### config.mk
export PLATFORM = sky130hd
export DESIGN_NAME = dmem_arbiter_flat
export DESIGN_NICKNAME = d
export VERILOG_FILES = /design/src/rtl/dmem_arbiter_if.sv /design/src/rtl/dmem_arbiter.sv /design/src/flat_wrapper.sv
export SDC_FILE = /design/constraint.sdc
export NUM_CORES = 1
export LEC_CHECK = 0
export CAP_MARGIN = 5
export CORE_AREA = 2 2 124 126
export DETAILED_ROUTE_END_ITERATION = 6
export DIE_AREA = 0 0 126 128
export SYNTH_ARGS = -nofsm -noshare
export SYNTH_HDL_FRONTEND = slang
export SYNTH_SLANG_ARGS = --single-unit
### constraint.sdc
create_clock -name clk -period 2.2 [get_ports clk]
set_input_delay 0.44 -clock clk [delete_from_list [all_inputs] [get_ports clk]]
set_output_delay 0.44 -clock clk [all_outputs]
set_load 0.01 [all_outputs]
### src/rtl/dmem_arbiter_if.sv
// Per-master data memory port: request side driven by the master,
// grant and read return driven by the arbiter.
interface dmem_arbiter_if #(
    parameter int ADDR_WIDTH = 32,
    parameter int DATA_WIDTH = 32
);
    logic                  req;
    logic                  we;
    logic                  lock;
    logic [ADDR_WIDTH-1:0] addr;
    logic [DATA_WIDTH-1:0] wdata;
    logic                  gnt;
    logic                  rvalid;
    logic [DATA_WIDTH-1:0] rdata;

    modport master (output req, we, lock, addr, wdata, input gnt, rvalid, rdata);
    modport slave  (input req, we, lock, addr, wdata, output gnt, rvalid, rdata);
endinterface

### src/rtl/dmem_arbiter.sv
// Two-master arbiter for the single-port data memory RAM.
// Round-robin between ports A and B, with an optional lock that lets the
// current owner keep the RAM across cycles. Read data returns one cycle
// after the grant, straight from the RAM output.
//
// state  | meaning
// FREE   | no owner, round-robin arbitration
// OWN_A  | A holds the lock, only A may be granted
// OWN_B  | B holds the lock, only B may be granted
module dmem_arbiter #(
    parameter int ADDR_WIDTH = 32,
    parameter int DATA_WIDTH = 32,
    parameter int CNT_WIDTH  = 16
) (
    input  logic                  clk,
    input  logic                  rst,
    dmem_arbiter_if.slave         a,
    dmem_arbiter_if.slave         b,
    output logic [3:0]            ram_we,
    output logic [ADDR_WIDTH-1:0] ram_addr,
    output logic [DATA_WIDTH-1:0] ram_din,
    input  logic [DATA_WIDTH-1:0] ram_dout,
    output logic [CNT_WIDTH-1:0]  conflict_cnt
);

    typedef enum logic [1:0] {FREE, OWN_A, OWN_B} state_t;

    localparam logic PORT_A = 1'b0;
    localparam logic PORT_B = 1'b1;

    state_t state, state_nxt;
    logic   last, last_nxt;
    logic   arb_free;
    logic   gnt_a, gnt_b;
    logic   pend_valid;
    logic   pend_owner;

    // Owner state and last-granted port
    always_ff @(posedge clk or posedge rst) begin
        if (rst) begin
            state <= FREE;
            last  <= PORT_B;
        end else begin
            state <= state_nxt;
            last  <= last_nxt;
        end
    end

    // Arbitration: a dropped lock frees the port in the same cycle it is seen
    always_comb begin
        state_nxt = state;
        last_nxt  = last;
        gnt_a     = 1'b0;
        gnt_b     = 1'b0;
        case (state)
            OWN_A:   arb_free = !a.lock;
            OWN_B:   arb_free = !b.lock;
            default: arb_free = 1'b1;
        endcase
        if (!rst) begin
            if (arb_free) begin
                if (a.req && b.req) begin
                    gnt_a = (last == PORT_B);
                    gnt_b = (last == PORT_A);
                end else begin
                    gnt_a = a.req;
                    gnt_b = b.req;
                end
            end else if (state == OWN_A) begin
                gnt_a = a.req;
            end else begin
                gnt_b = b.req;
            end
        end
        if (arb_free) begin
            state_nxt = FREE;
        end
        if (gnt_a) begin
            last_nxt = PORT_A;
            if (a.lock) begin
                state_nxt = OWN_A;
            end
        end
        if (gnt_b) begin
            last_nxt = PORT_B;
            if (b.lock) begin
                state_nxt = OWN_B;
            end
        end
    end

    assign a.gnt    = gnt_a;
    assign b.gnt    = gnt_b;
    assign ram_we   = {4{(gnt_a && a.we) || (gnt_b && b.we)}};
    assign ram_addr = gnt_a ? a.addr  : (gnt_b ? b.addr  : '0);
    assign ram_din  = gnt_a ? a.wdata : (gnt_b ? b.wdata : '0);

    // Pending read: remembers which port's read the RAM is returning next cycle
    always_ff @(posedge clk or posedge rst) begin
        if (rst) begin
            pend_valid <= 1'b0;
            pend_owner <= PORT_A;
        end else begin
            pend_valid <= (gnt_a && !a.we) || (gnt_b && !b.we);
            pend_owner <= gnt_b ? PORT_B : PORT_A;
        end
    end

    assign a.rvalid = pend_valid && (pend_owner == PORT_A);
    assign b.rvalid = pend_valid && (pend_owner == PORT_B);
    assign a.rdata  = ram_dout;
    assign b.rdata  = ram_dout;

    // Saturating count of cycles in which both ports request
    always_ff @(posedge clk or posedge rst) begin
        if (rst) begin
            conflict_cnt <= '0;
        end else if (a.req && b.req && (conflict_cnt != '1)) begin
            conflict_cnt <= conflict_cnt + {{(CNT_WIDTH-1){1'b0}}, 1'b1};
        end
    end

endmodule

### src/flat_wrapper.sv
// flat-port wrapper written by rule: the top's interface ports become plain ports
module dmem_arbiter_flat 
#(
    parameter int ADDR_WIDTH = 32,
    parameter int DATA_WIDTH = 32,
    parameter int CNT_WIDTH  = 16
)
  (clk, rst, ram_we, ram_addr, ram_din, ram_dout, conflict_cnt, a_req, a_we, a_lock, a_addr, a_wdata, a_gnt, a_rvalid, a_rdata, b_req, b_we, b_lock, b_addr, b_wdata, b_gnt, b_rvalid, b_rdata);
  dmem_arbiter_if #(.ADDR_WIDTH(ADDR_WIDTH), .DATA_WIDTH(DATA_WIDTH)) a_i ();
  dmem_arbiter_if #(.ADDR_WIDTH(ADDR_WIDTH), .DATA_WIDTH(DATA_WIDTH)) b_i ();
  input  logic clk;
  input  logic rst;
  output logic [3:0] ram_we;
  output logic [ADDR_WIDTH-1:0] ram_addr;
  output logic [DATA_WIDTH-1:0] ram_din;
  input  logic [DATA_WIDTH-1:0] ram_dout;
  output logic [CNT_WIDTH-1:0] conflict_cnt;
  input wire logic [$bits(a_i.req)-1:0] a_req;
  input wire logic [$bits(a_i.we)-1:0] a_we;
  input wire logic [$bits(a_i.lock)-1:0] a_lock;
  input wire logic [$bits(a_i.addr)-1:0] a_addr;
  input wire logic [$bits(a_i.wdata)-1:0] a_wdata;
  output wire logic [$bits(a_i.gnt)-1:0] a_gnt;
  output wire logic [$bits(a_i.rvalid)-1:0] a_rvalid;
  output wire logic [$bits(a_i.rdata)-1:0] a_rdata;
  input wire logic [$bits(b_i.req)-1:0] b_req;
  input wire logic [$bits(b_i.we)-1:0] b_we;
  input wire logic [$bits(b_i.lock)-1:0] b_lock;
  input wire logic [$bits(b_i.addr)-1:0] b_addr;
  input wire logic [$bits(b_i.wdata)-1:0] b_wdata;
  output wire logic [$bits(b_i.gnt)-1:0] b_gnt;
  output wire logic [$bits(b_i.rvalid)-1:0] b_rvalid;
  output wire logic [$bits(b_i.rdata)-1:0] b_rdata;
  assign a_i.req = a_req;
  assign a_i.we = a_we;
  assign a_i.lock = a_lock;
  assign a_i.addr = a_addr;
  assign a_i.wdata = a_wdata;
  assign a_gnt = a_i.gnt;
  assign a_rvalid = a_i.rvalid;
  assign a_rdata = a_i.rdata;
  assign b_i.req = b_req;
  assign b_i.we = b_we;
  assign b_i.lock = b_lock;
  assign b_i.addr = b_addr;
  assign b_i.wdata = b_wdata;
  assign b_gnt = b_i.gnt;
  assign b_rvalid = b_i.rvalid;
  assign b_rdata = b_i.rdata;
  dmem_arbiter #(.ADDR_WIDTH(ADDR_WIDTH), .DATA_WIDTH(DATA_WIDTH), .CNT_WIDTH(CNT_WIDTH)) u_core (.clk(clk), .rst(rst), .a(a_i), .b(b_i), .ram_we(ram_we), .ram_addr(ram_addr), .ram_din(ram_din), .ram_dout(ram_dout), .conflict_cnt(conflict_cnt));
endmodule
After elaboration in Yosys (flattened, before gate mapping)
Index checks and enable logic that the tools add are counted.
W data, S select, Z words.
{"block": "op_classes", "n_lt_le_gt_ge": 0, "addsub": 1, "div_mod_pow": 0, "muxes": 21, "n_eq_ne": 3, "shift": 0, "mul": 0, "n_reduce_logical": 15, "bitwise_logic": 2}
{"operator": "$mux W32", "count": 4}
{"operator": "$add A16 B1 Y16 const B", "count": 1}
{"operator": "$ne A16 B16 Y1 const B", "count": 1}
{"operator": "$mux W1", "count": 11}
{"operator": "$mux W2", "count": 5}
{"operator": "$logic_and A1 B1 Y1", "count": 8}
{"operator": "$logic_not A1 Y1", "count": 4}
{"operator": "$eq A2 B1 Y1 const B", "count": 1}
{"operator": "$eq A2 B2 Y1 const B", "count": 1}
{"operator": "$logic_or A1 B1 Y1", "count": 2}
{"operator": "$not A1 Y1", "count": 2}
{"operator": "$pmux W1 S2", "count": 1}
{"operator": "$reduce_bool A2 Y1", "count": 1}
{"block": "word_totals", "word_cells": 47, "ram_bits": 0, "mem_bits_ro": 0, "latchBits": 0, "n_memories": 0, "out_inout_bits": 152, "regBits": 21}

Depth between registers and ports, before layout
{"block": "logic_depth", "ltp_word": 7, "ltp_mapped": 8}

Least setup slack after synthesis
OpenSTA, ideal clock, no wires.
{"block": "synth_path", "path_type": "input -> output", "startpoint": "input port rst", "endpoint": "output port ram_we[1]", "path_slack_ns": -0.169, "stages": 6, "required_time_ns": 1.760, "n_path_buf": 2, "t_arrival_ns": 1.929, "cell_sequence": "inv_1 o311a_1 o31a_1 buf_4 a22o_1 buf_4"}
{"block": "synth_via", "elab_chain_len": 3, "word_cells_on_any_way": 5}
{"item": "start, declared", "line": "flat_wrapper.sv:12", "rtl": "input logic rst;"}
{"item": "$mux W1", "line": "dmem_arbiter.sv:60", "rtl": "if (!rst) begin"}
{"item": "$logic_and A1 B1 Y1", "line": "dmem_arbiter.sv:94", "rtl": "assign ram_we = {4{(gnt_a && a.we) || (gnt_b && b.we)}};"}
{"item": "$logic_or A1 B1 Y1 (*)", "line": "dmem_arbiter.sv:94"}
{"item": "end, declared", "line": "flat_wrapper.sv:13", "rtl": "output logic [3:0] ram_we;"}
Mark *: on every way between the ends. The rest lies on a longest branch, timed or not.

Worst setup path after layout
{"block": "layout_path", "startpoint": "register u_core.state[1]", "endpoint": "output port ram_addr[23]"}
{"block": "layout_via", "elab_chain_len": 6, "word_cells_on_any_way": 11}
{"item": "start, declared", "line": "dmem_arbiter.sv:31", "rtl": "state_t state, state_nxt;"}
{"item": "start signal, assigned", "line": "dmem_arbiter.sv:44", "rtl": "state <= state_nxt;"}
{"item": "$eq A2 B2 Y1 or $eq A2 B1 Y1 (tied branches)", "line": "dmem_arbiter.sv:55, dmem_arbiter.sv:69"}
{"item": "$pmux W1 S2 or $mux W1 (tied branches)", "line": "dmem_arbiter.sv:55, dmem_arbiter.sv:69"}
{"item": "$mux W1", "line": "dmem_arbiter.sv:61", "rtl": "if (arb_free) begin"}
{"item": "$mux W1", "line": "dmem_arbiter.sv:60"}
{"item": "$mux W32", "line": "dmem_arbiter.sv:95", "rtl": "assign ram_addr = gnt_a ? a.addr : (gnt_b ? b.addr : '0);"}
{"item": "$mux W32 (*)", "line": "dmem_arbiter.sv:95"}
{"item": "end, declared", "line": "flat_wrapper.sv:14", "rtl": "output logic [ADDR_WIDTH-1:0] ram_addr;"}
Marks and branches as above.

==> report_table.html <==
<table>
<tr><th>Metric</th><th>Value</th></tr>
<tr><th colspan="2">Outcome</th></tr>
<tr><td>Result of the run</td><td>complete, but fails checks</td></tr>
<tr><td>Violations in the final reports</td><td>setup timing</td></tr>
<tr><th colspan="2">GRT</th></tr>
<tr><td>Vias in the first global route</td><td>2738</td></tr>
<tr><td>Global-route wire length before repair</td><td>around 17000 um</td></tr>
<tr><td>Maximum number of pins on one net before global-route repair</td><td>21</td></tr>
<tr><td>GRT Residual Overflow</td><td>0</td></tr>
<tr><td>Global-route usage over all layers</td><td>0.1321</td></tr>
<tr><td>Antenna violations before repair</td><td>0</td></tr>
<tr><th colspan="2">Worst hold path</th></tr>
<tr><td>Classification of the worst-slack hold path</td><td>register to register</td></tr>
<tr><td>WHS Endpoint</td><td>u_core.conflict_cnt[9]$_DFFE_PP0P_</td></tr>
<tr><td>Worst hold path cell count</td><td>1</td></tr>
<tr><td>HP Start</td><td>u_core.conflict_cnt[9]$_DFFE_PP0P_</td></tr>
<tr><th colspan="2">Logic synthesis</th></tr>
<tr><td>Async set-reset flop share out of synthesis</td><td>1.000</td></tr>
<tr><td>Xor and xnor area share after synthesis</td><td>0.05889</td></tr>
<tr><td>Adder-cell share of the synthesized area</td><td>0.01683</td></tr>
<tr><td>Number of enable-type register cells in the synthesized netlist</td><td>0</td></tr>
<tr><td>Flip-flop and latch count after synthesis</td><td>21</td></tr>
<tr><td>Share of synthesized area occupied by flip-flops and latches</td><td>0.2361</td></tr>
<tr><td>Synthesized-area fraction occupied by ao, oa, aoi and oai cells</td><td>0.2950</td></tr>
<tr><td>Multiplexer area fraction after synthesis</td><td>0.005048</td></tr>
<tr><td>Largest cells by area after synthesis</td><td>sky130_fd_sc_hd__a22o_1 (26%), sky130_fd_sc_hd__buf_4 (23%), sky130_fd_sc_hd__dfrtp_1 (22%)</td></tr>
<tr><td>Library cell occupying the most area in the post-synthesis netlist</td><td>sky130_fd_sc_hd__a22o_1</td></tr>
<tr><td>Post-Synth Simple-Gate Area</td><td>0.1189</td></tr>
<tr><td>Mapped Nets</td><td>421</td></tr>
<tr><td>Combinational family with the most area after synthesis</td><td>compound AO/OA/AOI/OAI gates</td></tr>
<tr><td>Area of the mapped netlist</td><td>2231 um^2</td></tr>
<tr><td>Most frequently used cell type in the post-synthesis netlist</td><td>sky130_fd_sc_hd__buf_4</td></tr>
<tr><td>Count of unique library cells instantiated by Yosys</td><td>34</td></tr>
<tr><td>Primary flip-flop cell chosen by synthesis mapping</td><td>sky130_fd_sc_hd__dfrtp_1</td></tr>
<tr><td>Total number of yosys warnings</td><td>0</td></tr>
<tr><td>Average instance area after synthesis</td><td>8.924 um^2</td></tr>
<tr><td>Area fraction of the dominant cell type after synthesis</td><td>0.2591</td></tr>
<tr><td>Number of cells produced by synthesis</td><td>250</td></tr>
<tr><td>Commonest cells post-synth</td><td>sky130_fd_sc_hd__buf_4 (68), sky130_fd_sc_hd__a22o_1 (66), sky130_fd_sc_hd__dfrtp_1 (20), sky130_fd_sc_hd__xor2_1 (14), sky130_fd_sc_hd__buf_2 (12)</td></tr>
<tr><th colspan="2">STA</th></tr>
<tr><td>Setup repair after global routing missed its margin</td><td>true</td></tr>
<tr><td>Total count of max-transition violations in the final report</td><td>0</td></tr>
<tr><td>Minimum hold slack</td><td>0.5122 ns</td></tr>
<tr><td>Highest Clock Rate</td><td>379.2 MHz</td></tr>
<tr><td>Final Hold Vio Count</td><td>0</td></tr>
<tr><td>Worst relative slew slack</td><td>0.7906</td></tr>
<tr><td>Final critical-path share of the clock period</td><td>1.199</td></tr>
<tr><td>Final setup violation count</td><td>70</td></tr>
<tr><td>Final setup margin</td><td>-0.4375 ns</td></tr>
<tr><td>Tmin final</td><td>approximately 2.6 ns</td></tr>
<tr><td>Worst slew pin tran</td><td>between 0.3 and 0.4 ns</td></tr>
<tr><td>Final setup skew</td><td>0.001677 ns</td></tr>
<tr><th colspan="2">Cells and area</th></tr>
<tr><td>Filler cell count</td><td>approximately 1600</td></tr>
<tr><td>Number of diodes added for antenna fixing</td><td>0</td></tr>
<tr><td>Util after Layout</td><td>0.3169</td></tr>
<tr><td>Share of post-route cells with drive strength above 1</td><td>0.3318</td></tr>
<tr><td>Layout Area Growth over Synthesis</td><td>111.2%</td></tr>
<tr><td>Final #Nets</td><td>612</td></tr>
<tr><td>Combined area of the multi-input logic cells</td><td>1286 um^2</td></tr>
<tr><td>Sequential cell area</td><td>526.8 um^2</td></tr>
<tr><th colspan="2">Route</th></tr>
<tr><td>Number of design rule violations left after detail routing</td><td>0</td></tr>
<tr><td>Via count normalized by instance count</td><td>4.322</td></tr>
<tr><td>DRC violation total after the first TritonRoute iteration</td><td>119</td></tr>
<tr><td>Detailed-route via count</td><td>2714</td></tr>
<tr><td>DRT Pass-1 Iters</td><td>4</td></tr>
<tr><td>Average wire length per cell after detail routing</td><td>between 15 and 20 um</td></tr>
<tr><td>Routed wire length</td><td>11940 um</td></tr>
<tr><td>Residual antenna-violating net count after detailed routing</td><td>0</td></tr>
<tr><th colspan="2">Clock tree</th></tr>
<tr><td>Post-CTS Hold Fix Bufs</td><td>0</td></tr>
<tr><td># clock sinks</td><td>21</td></tr>
<tr><td>CTS Buf Count</td><td>3</td></tr>
<tr><td>CTS tree</td><td>built</td></tr>
<tr><td>Clk_lat worst skew</td><td>about 0.25 ns</td></tr>
<tr><td>CTS max path bufs</td><td>2</td></tr>
<tr><td>H-Tree Level Count</td><td>1</td></tr>
<tr><td>Cell chosen for the clock root</td><td>sky130_fd_sc_hd__clkbuf_16</td></tr>
<tr><td>Clock edge transition at the registers on the reported setup and hold paths</td><td>0.06 ns</td></tr>
<tr><th colspan="2">Floorplan</th></tr>
<tr><td>Die area</td><td>around 16000 um^2</td></tr>
<tr><td>FP Rows</td><td>45</td></tr>
<tr><td>Number of top-level pins</td><td>320</td></tr>
<tr><td>Die boundary height</td><td>128 um</td></tr>
<tr><td>Starting density of the core</td><td>0.1501</td></tr>
<tr><td>Width of the die</td><td>126 um</td></tr>
<tr><td>Floorplan core area</td><td>14860 um^2</td></tr>
<tr><th colspan="2">Worst setup path</th></tr>
<tr><td>Reg-to-reg critical path startpoint</td><td>u_core.state[1]$_DFF_PP0_</td></tr>
<tr><td>Setup slack on the worst flop-to-flop path</td><td>0.23 ns</td></tr>
<tr><td>Crit Path Category</td><td>register to output pin</td></tr>
<tr><td>Type of origin of the critical path</td><td>register</td></tr>
<tr><td>Depth of the worst register-to-register path</td><td>9</td></tr>
<tr><td>Sort of element at the end of the critical path</td><td>output pin</td></tr>
<tr><td>Maximum fanout along the worst path</td><td>5</td></tr>
<tr><td>Data required time at the worst endpoint</td><td>~1.8 ns</td></tr>
<tr><td>Arrival time of the worst setup path</td><td>2.20 ns</td></tr>
<tr><td>Critical register-to-register path endpoint</td><td>u_core.state[1]$_DFF_PP0_</td></tr>
<tr><th colspan="2">Placed design</th></tr>
<tr><td>HPWL after detailed placement</td><td>9231 um</td></tr>
<tr><td>Count of input and output buffers</td><td>223</td></tr>
<tr><td>Routability-driven placement congestion ratio</td><td>0.9003</td></tr>
<tr><th colspan="2">Pwr</th></tr>
<tr><td>Highest ir drop seen on vdd</td><td>0.2574 mV</td></tr>
<tr><td>Static power due to leakage</td><td>2.105 nW</td></tr>
<tr><td>Overall power consumption</td><td>2.216 mW</td></tr>
<tr><td>Cell Pwr Density</td><td>470.5 nW/um^2</td></tr>
<tr><th colspan="2">Run</th></tr>
<tr><td>Max capacitance violation total</td><td>0</td></tr>
</table>
metrics by stage:
stage	setup TNS, ns	instance area [um^2]	setup WS, ns	instances
final	-26.06	4711	-0.4375	628
after global routing	-30.13	4711	-0.5014	628
after CTS	-26.36	4524	-0.4314	619
after detailed placement	-64.51	4379	-1.013	604
after global placement	-62.33	4379	-0.9513	604
after floorplan	0	2246	0.01319	250
how the worst max path moves through the flow:
stage	startpoint	cells past startpoint	end	slack [ns]
after floorplan	u_core.state[0]$_DFF_PP0_	7	ram_we[1]	0.01
after global routing	u_core.state[1]$_DFF_PP0_	9	ram_addr[23]	-0.50
after global placement	b_lock	7	ram_addr[26]	-0.95
after CTS	u_core.state[1]$_DFF_PP0_	9	ram_addr[18]	-0.43
final	u_core.state[1]$_DFF_PP0_	9	ram_addr[23]	-0.44
after detailed placement	b_lock	7	ram_addr[29]	-1.01
state kept, by name, summed over array words and instances, names as in the netlist:
register             count
u_core.conflict_cnt     16
u_core.last              1
u_core.pend_owner        1
u_core.pend_valid        1
u_core.state             2
report_power, final:
group	switching (mW)	total (mW)	internal [mW]	leakage (nW)
clock network	0.140	0.384	0.244	0.0409
registers	0.113	0.570	0.457	0.274
logic	0.492	1.26	0.771	1.79
area by class of cell:
cell class | instances | share of cell area
timing repair buffer | 267 | 0.5426
multi-input combinational | 142 | 0.2730
sequential | 21 | 0.1118
tap | 188 | 0.04993
clock buffer | 3 | 0.01594
inverter | 6 | 0.005578
clock inverter | 1 | 0.001062
cell families (layout without fill, tap and decap cells):
group / count (synthesis) / after routing
compound gates: 75 / 76
xor+xnor: 15 / 15
mux: 1 / 1
buf+inv: 88 / 277
fa+ha+maj: 3 / 3
simple gates: 47 / 47
flops: 21 / 21
layer usage:
| metal | up-vias | share of wire | GRT usage |
|---|---|---|---|
| li1 | 1243 | - | - |
| met1 | 1290 | 0.40 | 0.1651 |
| met5 | - | 0 | 0 |
| met2 | 170 | 0.51 | 0.2324 |
| met3 | 11 | 0.082 | 0.04007 |
| met4 | 0 | 0.0083 | 0.01357 |
cell usage in the layout, fill, tap and decap left out, types with 2 or more instances in the layout:
cell type and count:
sky130_fd_sc_hd__dlygate4sd2_1 2, sky130_fd_sc_hd__inv_2 2, sky130_fd_sc_hd__nand3_1 3, sky130_fd_sc_hd__xor2_1 14, sky130_fd_sc_hd__nor4_1 3, sky130_fd_sc_hd__a22o_4 6
sky130_fd_sc_hd__buf_6 29, sky130_fd_sc_hd__nand4_1 6, sky130_fd_sc_hd__buf_12 6, sky130_fd_sc_hd__nor2_1 4, sky130_fd_sc_hd__clkdlybuf4s50_1 151, sky130_fd_sc_hd__nor4b_1 2
sky130_fd_sc_hd__nor3_1 7, sky130_fd_sc_hd__buf_4 24, sky130_fd_sc_hd__buf_2 49, sky130_fd_sc_hd__ha_4 2, sky130_fd_sc_hd__clkbuf_16 7, sky130_fd_sc_hd__buf_16 2
sky130_fd_sc_hd__a22o_1 60, sky130_fd_sc_hd__or2_2 2, sky130_fd_sc_hd__nor2b_4 2, sky130_fd_sc_hd__inv_1 3, sky130_fd_sc_hd__nand2_1 8, sky130_fd_sc_hd__dfrtp_1 20
sky130_fd_sc_hd__o31a_4 2
worst max-delay path, cell delays in order (launching register included):
cell and delay (ns):
sky130_fd_sc_hd__dfrtp_1 0.44, sky130_fd_sc_hd__inv_2 0.09, sky130_fd_sc_hd__ha_4 0.15, sky130_fd_sc_hd__nor2b_4 0.17
sky130_fd_sc_hd__nor3_4 0.07, sky130_fd_sc_hd__o31a_4 0.42, sky130_fd_sc_hd__buf_6 0.15, sky130_fd_sc_hd__buf_6 0.11
sky130_fd_sc_hd__a22o_1 0.20, sky130_fd_sc_hd__buf_6 0.13
what timing repair did:
item,4_1_cts,5_1_grt
gates resized for setup,321,25
pin swaps,11,18
buffers inserted,8,6
hold endpoints to repair,0,0
gates cloned,3,4
setup endpoints to repair,70,70
Note: power is estimated with default switching activity, not from simulation.
